--- config.mk ---
export PLATFORM = sky130hd
export DESIGN_NAME = spike_rate_decoder
export DESIGN_NICKNAME = d
export VERILOG_FILES = /design/src/rtl/spike_rate_decoder.sv
export SDC_FILE = /design/constraint.sdc
export NUM_CORES = 1
export LEC_CHECK = 0
export CORE_MARGIN = 1
export CORE_UTILIZATION = 57
export DETAILED_ROUTE_END_ITERATION = 7
export PLACE_DENSITY = 0.9
export SLEW_MARGIN = 20
export SYNTH_ARGS = -nofsm -noshare
export SYNTH_HDL_FRONTEND = slang
export SYNTH_SLANG_ARGS = --single-unit
--- constraint.sdc ---
create_clock -name clk -period 4.43 [get_ports clk]
set_clock_uncertainty 0.1 [all_clocks]
set_input_delay 1.329 -clock clk [delete_from_list [all_inputs] [get_ports clk]]
set_output_delay 1.329 -clock clk [all_outputs]
set_load 0.02 [all_outputs]
--- src/rtl/spike_rate_decoder.sv ---
// spike_rate_decoder: turns a 1-bit spike train back into a rate count.
// Spikes are counted over a window of WINDOW clock cycles. The saturated
// total is presented on a valid/ready output port.
// Optional build macro: SPIKE_EDGE_DETECT_EN. When it is defined, only
// rising edges of spike_in count. When it is undefined, every high cycle counts.
//
// Handshake: rate_out/rate_valid follow valid/ready semantics. A transfer
// happens on a rising edge with rate_valid=1 and rate_ready=1. rate_out
// holds steady while rate_valid=1 unless a new window result loads over it.
// If it is overwritten before being consumed, overrun pulses for one cycle.
module spike_rate_decoder #(
  parameter int WIDTH  = 8,
  parameter int WINDOW = 256
) (
  input  logic             clk,
  input  logic             reset,
  input  logic             enable,
  input  logic             spike_in,
  input  logic             rate_ready,
  output logic [WIDTH-1:0] rate_out,
  output logic             rate_valid,
  output logic             overrun,
  output logic             o_dbg_state
);

  localparam int               CW   = $clog2(WINDOW);
  localparam logic [CW-1:0]    LAST = CW'(WINDOW - 1);
  localparam logic [WIDTH-1:0] MAXV = '1;

  typedef enum logic {
    S_IDLE  = 1'b0,
    S_COUNT = 1'b1
  } state_t;

  state_t           r_state;
  state_t           w_next_state;
  logic [CW-1:0]    r_win;
  logic [WIDTH-1:0] r_acc;
  logic             w_qual;
  logic             w_last;
  logic             w_load;
  logic [WIDTH-1:0] w_acc_next;

  // State register; the debug output exposes it directly.
  always_ff @(posedge clk or negedge reset) begin
    if (!reset) r_state <= S_IDLE;
    else        r_state <= w_next_state;
  end

  // Next-state logic: COUNT follows enable.
  always_comb begin
    w_next_state = r_state;
    case (r_state)
      S_IDLE:  if (enable)  w_next_state = S_COUNT;
      S_COUNT: if (!enable) w_next_state = S_IDLE;
      default: w_next_state = S_IDLE;
    endcase
  end

  assign o_dbg_state = (r_state == S_COUNT);

`ifdef SPIKE_EDGE_DETECT_EN
  logic r_prev;
  logic w_entering;

  // The cycle that enters COUNT treats the history as 0, so a spike that
  // is already high there counts as a fresh edge.
  assign w_entering = (r_state == S_IDLE) && enable;

  // Spike history for rising-edge detection. It is cleared whenever
  // counting is off.
  always_ff @(posedge clk or negedge reset) begin
    if (!reset)       r_prev <= 1'b0;
    else if (!enable) r_prev <= 1'b0;
    else              r_prev <= spike_in;
  end

  assign w_qual = enable && spike_in && !(r_prev && !w_entering);
`else
  assign w_qual = enable && spike_in;
`endif

  // Counting starts on the first cycle that enable is high, while the FSM
  // still shows IDLE, so the datapath keys off enable rather than state.
  assign w_last     = (r_win == LAST);
  assign w_load     = enable && w_last;
  assign w_acc_next = (r_acc == MAXV) ? MAXV : r_acc + WIDTH'(w_qual);

  // Window counter and accumulator. Dropping enable aborts the window.
  always_ff @(posedge clk or negedge reset) begin
    if (!reset) begin
      r_win <= '0;
      r_acc <= '0;
    end else if (!enable || w_last) begin
      r_win <= '0;
      r_acc <= '0;
    end else begin
      r_win <= r_win + 1'b1;
      r_acc <= w_acc_next;
    end
  end

  // Output port: a new result wins over a transfer on the same edge.
  always_ff @(posedge clk or negedge reset) begin
    if (!reset) begin
      rate_out   <= '0;
      rate_valid <= 1'b0;
      overrun    <= 1'b0;
    end else if (w_load) begin
      rate_out   <= w_acc_next;
      rate_valid <= 1'b1;
      overrun    <= rate_valid && !rate_ready;
    end else begin
      overrun <= 1'b0;
      if (rate_valid && rate_ready) rate_valid <= 1'b0;
    end
  end

endmodule

==> key figures, run 1 <==
Clocking
  – Post-CTS Setup Inserts: 0
  – H-tree depth: 1
  – Hold-fix buffers, CTS: 0
  – Clock sink count: 27
  – Clk_lat worst skew: 330 ps
  – CTS resizes: 0
  – Max Root-Sink Buffers: 2
  – CTS Buf Count: 3
  – TritonCTS clock tree: yes
  – Reg clk slew, reported paths: 130 ps
  – Root buffer cell: clkbuf_4

Power and ir drop
  – Internal cell power: 294 uW
  – Switch share: 23.0%
  – Switch Pwr: 87.8 uW
  – Gate power share: 5.6%
  – Pleak: 0.588 nW
  – VDD IR-drop max: 0.000178 V
  – Clk pwr share: 27.8%
  – Power Dens Cells: 271 nW/um2
  – Sequential Power Share: 66.6%

STA
  – Final Hold Vio Count: 0
  – Setup TNS Final: 0 ps
  – Final critical-path share of the clock period: 64.6%
  – RSZ-0062 raised after global routing: false
  – Max Clock Freq: 349 MHz
  – Setup Viol. Count Final: 0
  – Slew Limit Fails: 0
  – Slew @ Worst Pin: 582 ps
  – Min Clock Period, post-route: 2860 ps
  – Worst slew margin: 61.2%

Die
  – Die height: 48.3 um
  – Die Wd: 48.3 um
  – Rows: 16
  – Total die area: 2330 um2
  – Initial Utilization: 61.6%
  – Number of top-level pins: 16
  – Core area: 1980 um2

Detailed routing
  – Drt wl/cell: 14.2 um
  – Post-DR vias/cell: 5.99
  – Initial drt markers: 22
  – Vias: 959
  – Drt total wl: 2270 um
  – Final ANT Viol Nets: 0
  – DRC errors left: 0
  – Drt pass-1 iters: 4

Setup path
  – Arrival time worst endpoint: 2970 ps
  – Worst Path Max Fanout: 6
  – WP data required: 4540 ps
  – Crit Path Class: input pin to register
  – Critical path capture point type: register
  – Worst setup SP type: input pin

Global routing
  – Antenna violations before repair: 0
  – Total GRT Usage: 24.3%
  – Number of global-route vias before repair: 919
  – First-pass GRT wire length: 3740 um
  – Remaining global-route overflow: 0
  – Largest net degree at the start of global routing: 28

Synthesis
  – Area share of the largest cell type after synthesis: 55.3%
  – Synth Area in Compound Gates: 16.3%
  – Synth Area in Simple Gates: 17.6%
  – Warnings from Yosys: 0
  – Cell taking the most area after synthesis: dfrtp_1
  – Mux cell area share after synthesis: 0%
  – Syn_nets: 126
  – Synth Register Bits: 27
  – Seq/Total Area, Yosys: 55.3%
  – Top post-synthesis cells by area: dfrtp_1, a21oi_1, a31oi_1
  – Synth Area in Adders: 3.07%
  – Post-Syn Area: 1220 um2
  – Xor/xnor share of the synthesized area: 4.30%
  – Synth unique cells: 29
  – Post-Syn Area per Cell: 10.3 um2
  – Largest family of logic cells by synthesized area: simple AND/OR/NAND/NOR gates
  – Mapped Cells: 118

Worst hold path
  – Hold Crit Class: register to register

Cells and area
  – Post-Route Utilization: 71.0%
  – Ant diodes: 0
  – Most frequent cells in the layout: dfrtp_1, a21oi_1, clkdlybuf4s50_1
  – Fraction of layout cells with a size suffix above 1: 7.52%
  – Layout Nets: 142
  – # fillers: 157
  – Synth-to-Final Area Change: 15.3%
  – Commonest non-fill, non-tap cell in the layout: dfrtp_1

Placement
  – GPL Wtd Cong: 0.825
  – Hpwl dp: 1670 um
  – IO buf count: 15

Job
  – Max-cap viol count: 0

Outcome
  – Outcome: finished clean
==> Yosys cell counts (all sizes together) <==
cell / number
or3: 3
nand2b: 1
o31ai: 2
buf: 3
xnor2: 2
nand2: 7
a31oi: 7
nor2b: 1
or4: 1
nand4: 3
nand3b: 1
a41oi: 2
a21oi: 16
o21ai: 7
nand3: 7
xor2: 4
nor2: 7
dfrtp: 27
and2: 1
and4: 4
inv: 6
clkbuf: 1
nor3: 2
ha: 3
==> routing by layer <==
layer | vias up | track usage, % | share of wire (%)
li1 | 457 | - | -
met1 | 468 | 29.0 | 44
met2 | 29 | 38.7 | 50
met3 | 5 | 6.67 | 4.5
met4 | 0 | 15.0 | 2.2
met5 | - | 0 | 0
==> worst max-delay path, stage by stage <==
cell and delay, ps:
clkdlybuf4s50_1 500, and2_1 190, ha_1 230, ha_1 250, nor2b_1 150, o21ai_0 220
a31oi_1 110
==> power groups by stage <==
stage,Combinational (mW),Clock [mW],Sequential [mW]
floorplan,0.00972,0,0.259
global placement,0.0214,0,0.258
detailed placement,0.0218,0,0.259
CTS,0.0219,0.109,0.254
global route,0.0251,0.115,0.255
finish,0.0212,0.106,0.254
==> through the flow <==
step	hold slack (ps)	instance area (um2)	total power [mW]	cells	setup WS, ps
after CTS	412	1410	0.385	160	1570
final	404	1410	0.381	160	1570
after floorplan	355	1220	0.268	118	1880
after global placement	377	1390	0.280	156	1300
after global routing	431	1410	0.394	160	1420
after detailed placement	395	1380	0.281	156	1210
==> cell families after synthesis <==
kind of cell | count (synthesis)
buffers and inverters | 10
AO/OA/AOI/OAI | 34
XOR/XNOR | 6
AND/OR/NAND/NOR | 38
adder cells (fa/ha/maj) | 3
flip-flops | 27
==> final cells by class <==
type                       count  area [um2]  share of cell area, %
clock buffer                   4        26.3                   1.87
inverter                       6        22.5                   1.60
multi-input combinational     81         504                   35.8
sequential                    27         676                   48.0
tap                           27        33.8                   2.40
timing repair buffer          15         145                   10.3
==> state kept, by name (all words and copies together) (netlist names) <==
signal and flops:
overrun 1, rate_out 8, r_acc 8, o_dbg_state 1, r_win 8, rate_valid 1
==> final timing paths <==
kind,cells past startpoint,slack (ps),startpoint,endpoint
worst max register to register,4,2620,r_win[0]$_DFF_PN0_,r_acc[7]$_DFF_PN0_
worst min-delay path,1,400,r_win[0]$_DFF_PN0_,r_win[0]$_DFF_PN0_
worst min register to register,1,400,r_win[0]$_DFF_PN0_,r_win[0]$_DFF_PN0_
max in group asynchronous,1,2980,reset,rate_out[6]$_DFFE_PN0P_
worst max-delay path,7,1570,enable,rate_out[6]$_DFFE_PN0P_
min in group asynchronous,1,870,reset,overrun$_DFF_PN0_
Power figures use the tool's default switching activity.
==> run 2, diff against run 1 <==
--- a/config.mk
+++ b/config.mk
@@ -6,9 +6,9 @@
 export NUM_CORES = 1
 export LEC_CHECK = 0
 export CORE_MARGIN = 1
-export CORE_UTILIZATION = 57
+export CORE_UTILIZATION = 48
 export DETAILED_ROUTE_END_ITERATION = 7
-export PLACE_DENSITY = 0.9
+export PLACE_DENSITY = 0.82
 export SLEW_MARGIN = 20
 export SYNTH_ARGS = -nofsm -noshare
 export SYNTH_HDL_FRONTEND = slang
==> constraint.sdc (replaced) <==
create_clock -name clk -period 2.6 [get_ports clk]
set_clock_uncertainty 0.1 [all_clocks]
set_input_delay 0.78 -clock clk [delete_from_list [all_inputs] [get_ports clk]]
set_output_delay 0.78 -clock clk [all_outputs]
set_load 0.02 [all_outputs]
==> run 2 against run 1 <==
  * Sequential power up 70%
  * Via count up 2.0%
  * Cell area up 1.6%
==> key figures, run 2 (synthesis gave the netlist of run 1 again) <==
Outcome
  – Outcome: finished clean

Die
  – Core area: 2300 um2 (+16%)
  – Die height: 52.4 um (+8.6%)
  – Total die area: 2750 um2 (+18%)
  – Number of top-level pins: 16 (unchanged)
  – Initial Utilization: 53.2% (-8.5 points)
  – Die Wd: 52.4 um (+8.6%)
  – Rows: 17 (+1)

Power and ir drop
  – Power Dens Cells: 460 nW/um2 (+70%)
  – Tot Pwr: 658 uW (+72%)
  – Pleak: 0.600 nW (+2.1%)
  – Switch share: 23.9% (+0.92 points)
  – Gate power share: 6.1% (+0.5 points)
  – Internal cell power: 500 uW (+70%)
  – Switch Pwr: 157 uW (+79%)
  – Clk pwr share: 28.1% (+0.3 points)
  – VDD IR-drop max: 0.000287 V (+61%)
  – Sequential Power Share: 65.8% (-0.8 points)

STA
  – Min Clock Period, post-route: 2210 ps
  – Fin worst setup slack: 388 ps (-1180 ps)
  – Slew Limit Fails: 0 (unchanged)
  – Setup Viol. Count Final: 0 (unchanged)
  – Final critical-path share of the clock period: 85.1%
  – Worst slew margin: 60.1% (-1.1 points)
  – Max Clock Freq: 452 MHz
  – Setup TNS Final: 0 ps (unchanged)
  – Slew @ Worst Pin: 598 ps (+16.0 ps)
  – RSZ-0062 raised after global routing: false
  – Final Hold Vio Count: 0 (unchanged)

Global routing
  – Remaining global-route overflow: 0 (unchanged)
  – First-pass GRT wire length: 4010 um (+7.2%)
  – Number of global-route vias before repair: 904 (-1.6%)
  – Antenna violations before repair: 0 (unchanged)
  – Largest net degree at the start of global routing: 28 (unchanged)
  – Total GRT Usage: 20.6% (-3.7 points)

Cells and area
  – Design Area, Final: 1430 um2 (+1.6%)
  – Ant diodes: 0 (unchanged)
  – Commonest non-fill, non-tap cell in the layout: dfrtp_1
  – Non-Filler Instances: 163 (+1.9%)
  – Largest registers: r_acc (8), r_win (8), rate_out (8)
  – Layout Nets: 144 (+1.4%)
  – Fraction of layout cells with a size suffix above 1: 8.89% (+1.4 points)
  – Synth-to-Final Area Change: 17.1%
  – Area of the multi-input gates: 504 um2 (unchanged)
  – Most frequent cells in the layout: dfrtp_1, a21oi_1, clkdlybuf4s50_1
  – Register area: 676 um2 (unchanged)
  – # fillers: 193 (+23%)

Detailed routing
  – Max Used Layer: met4
  – Vias: 978 (+2.0%)
  – Drt wl/cell: 15.1 um (+6.3%)
  – Metal-1 WL: 1110 um (+12%)
  – Post-DR vias/cell: 6.00 (+0.10%)
  – Met3 WL: 105 um (+2.9%)
  – DRC errors left: 0 (unchanged)
  – Drt total wl: 2460 um (+8.3%)
  – Final ANT Viol Nets: 0 (unchanged)
  – Drt pass-1 iters: 4 (unchanged)
  – WL met2: 1190 um (+5.6%)
  – Initial drt markers: 23 (+4.5%)

Setup path
  – CP delay by family, top: buffers and inverters
  – Worst setup SP type: register
  – Critical path capture point type: output pin
  – Crit-path cells: clkdlybuf4s50_1
  – Arrival time worst endpoint: 1330 ps (-1640 ps)
  – Crit Path Class: register to output pin
  – Crit path max-delay cell type: clkdlybuf4s50_1
  – Crit path largest cell delay: 610 ps (+110 ps)
  – Crit path buffers/inverters: 1 (unchanged)
  – Worst Path Max Fanout: 2 (-4)
  – Worst R2R Setup Slack: 780 ps (-1840 ps)
  – WP data required: 1720 ps (-2820 ps)

Clocking
  – Hold-fix buffers, CTS: 0 (unchanged)
  – CTS resizes: 0 (unchanged)
  – Reg clk slew, reported paths: 150 ps (+20 ps)
  – Root buffer cell: clkbuf_4
  – Clock sink count: 27 (unchanged)
  – Max Root-Sink Buffers: 2 (unchanged)
  – Post-CTS Setup Inserts: 0 (unchanged)
  – CTS Buf Count: 3 (unchanged)
  – Clk_lat worst skew: 330 ps (about the same)
  – TritonCTS clock tree: yes
  – H-tree depth: 1 (unchanged)

Placement
  – Hpwl dp: 1790 um (+7.1%)
  – Placed cells: 159 (+1.9%)
  – Placed cell area: 1400 um2 (+1.5%)
  – GPL Wtd Cong: 0.810 (-1.8%)
  – Pre-CTS WS: 67.6 ps (-1150 ps)
  – IO buf count: 15 (unchanged)

Job
  – Max-cap viol count: 0 (unchanged)

Worst hold path
  – Hold Crit Class: register to register
[run 2: changes by cell type in the layout (fill, tap and decap cells not counted)]
| cell | delta |
|---|---|
| buf_2 | -1 |
| buf_4 | +2 |
| clkbuf_1 | -1 |
| clkdlybuf4s50_1 | +1 |
| clkinv_2 | +1 |
[run 2: path summary, 6_finish.rpt]
kind / start / end / cells after the start
setup / recovery: rate_out[7]$_DFFE_PN0P_ / rate_out[7] / 1
hold / removal: r_win[0]$_DFF_PN0_ / r_win[0]$_DFF_PN0_ / 1
setup reg to reg: r_win[0]$_DFF_PN0_ / r_acc[7]$_DFF_PN0_ / 4
hold reg to reg: r_win[0]$_DFF_PN0_ / r_win[0]$_DFF_PN0_ / 1
max in group asynchronous: reset / r_win[0]$_DFF_PN0_ / 2
min in group asynchronous: reset / r_acc[6]$_DFF_PN0_ / 2
[run 2: final cells by class]
class	count	share of cell area, %
inverters	6	1.57
repair buffers	17	11.5
multi-input cells	81	35.3
clock buffers	3	1.57
clock inverters	1	0.350
well taps	28	2.45
flip-flops and latches	27	47.2
[run 2: metrics by stage]
| stage | hold slack, ps | util [%] |
|---|---|---|
| final | 393 | 62.3 |
| after global routing | 412 | 62.3 |
| after CTS | 398 | 62.3 |
| after detailed placement | 380 | 61.1 |
| after global placement | 372 | 61.1 |
| after floorplan | 355 | - |
[run 2: metal layers]
metal	up-vias	track usage, %
li1	470	-
met3	4	3.48
met4	0	9.21
met1	475	25.2
met5	-	0
met2	29	35.0
[run 2: power by group through the flow]
stage | clock, mW | sequential (mW) | combinational (mW)
global route | 0.200 | 0.434 | 0.0464
CTS | 0.183 | 0.433 | 0.0413
detailed placement | 0 | 0.441 | 0.0407
finish | 0.185 | 0.433 | 0.0404
floorplan | 0 | 0.440 | 0.0166
global placement | 0 | 0.440 | 0.0394
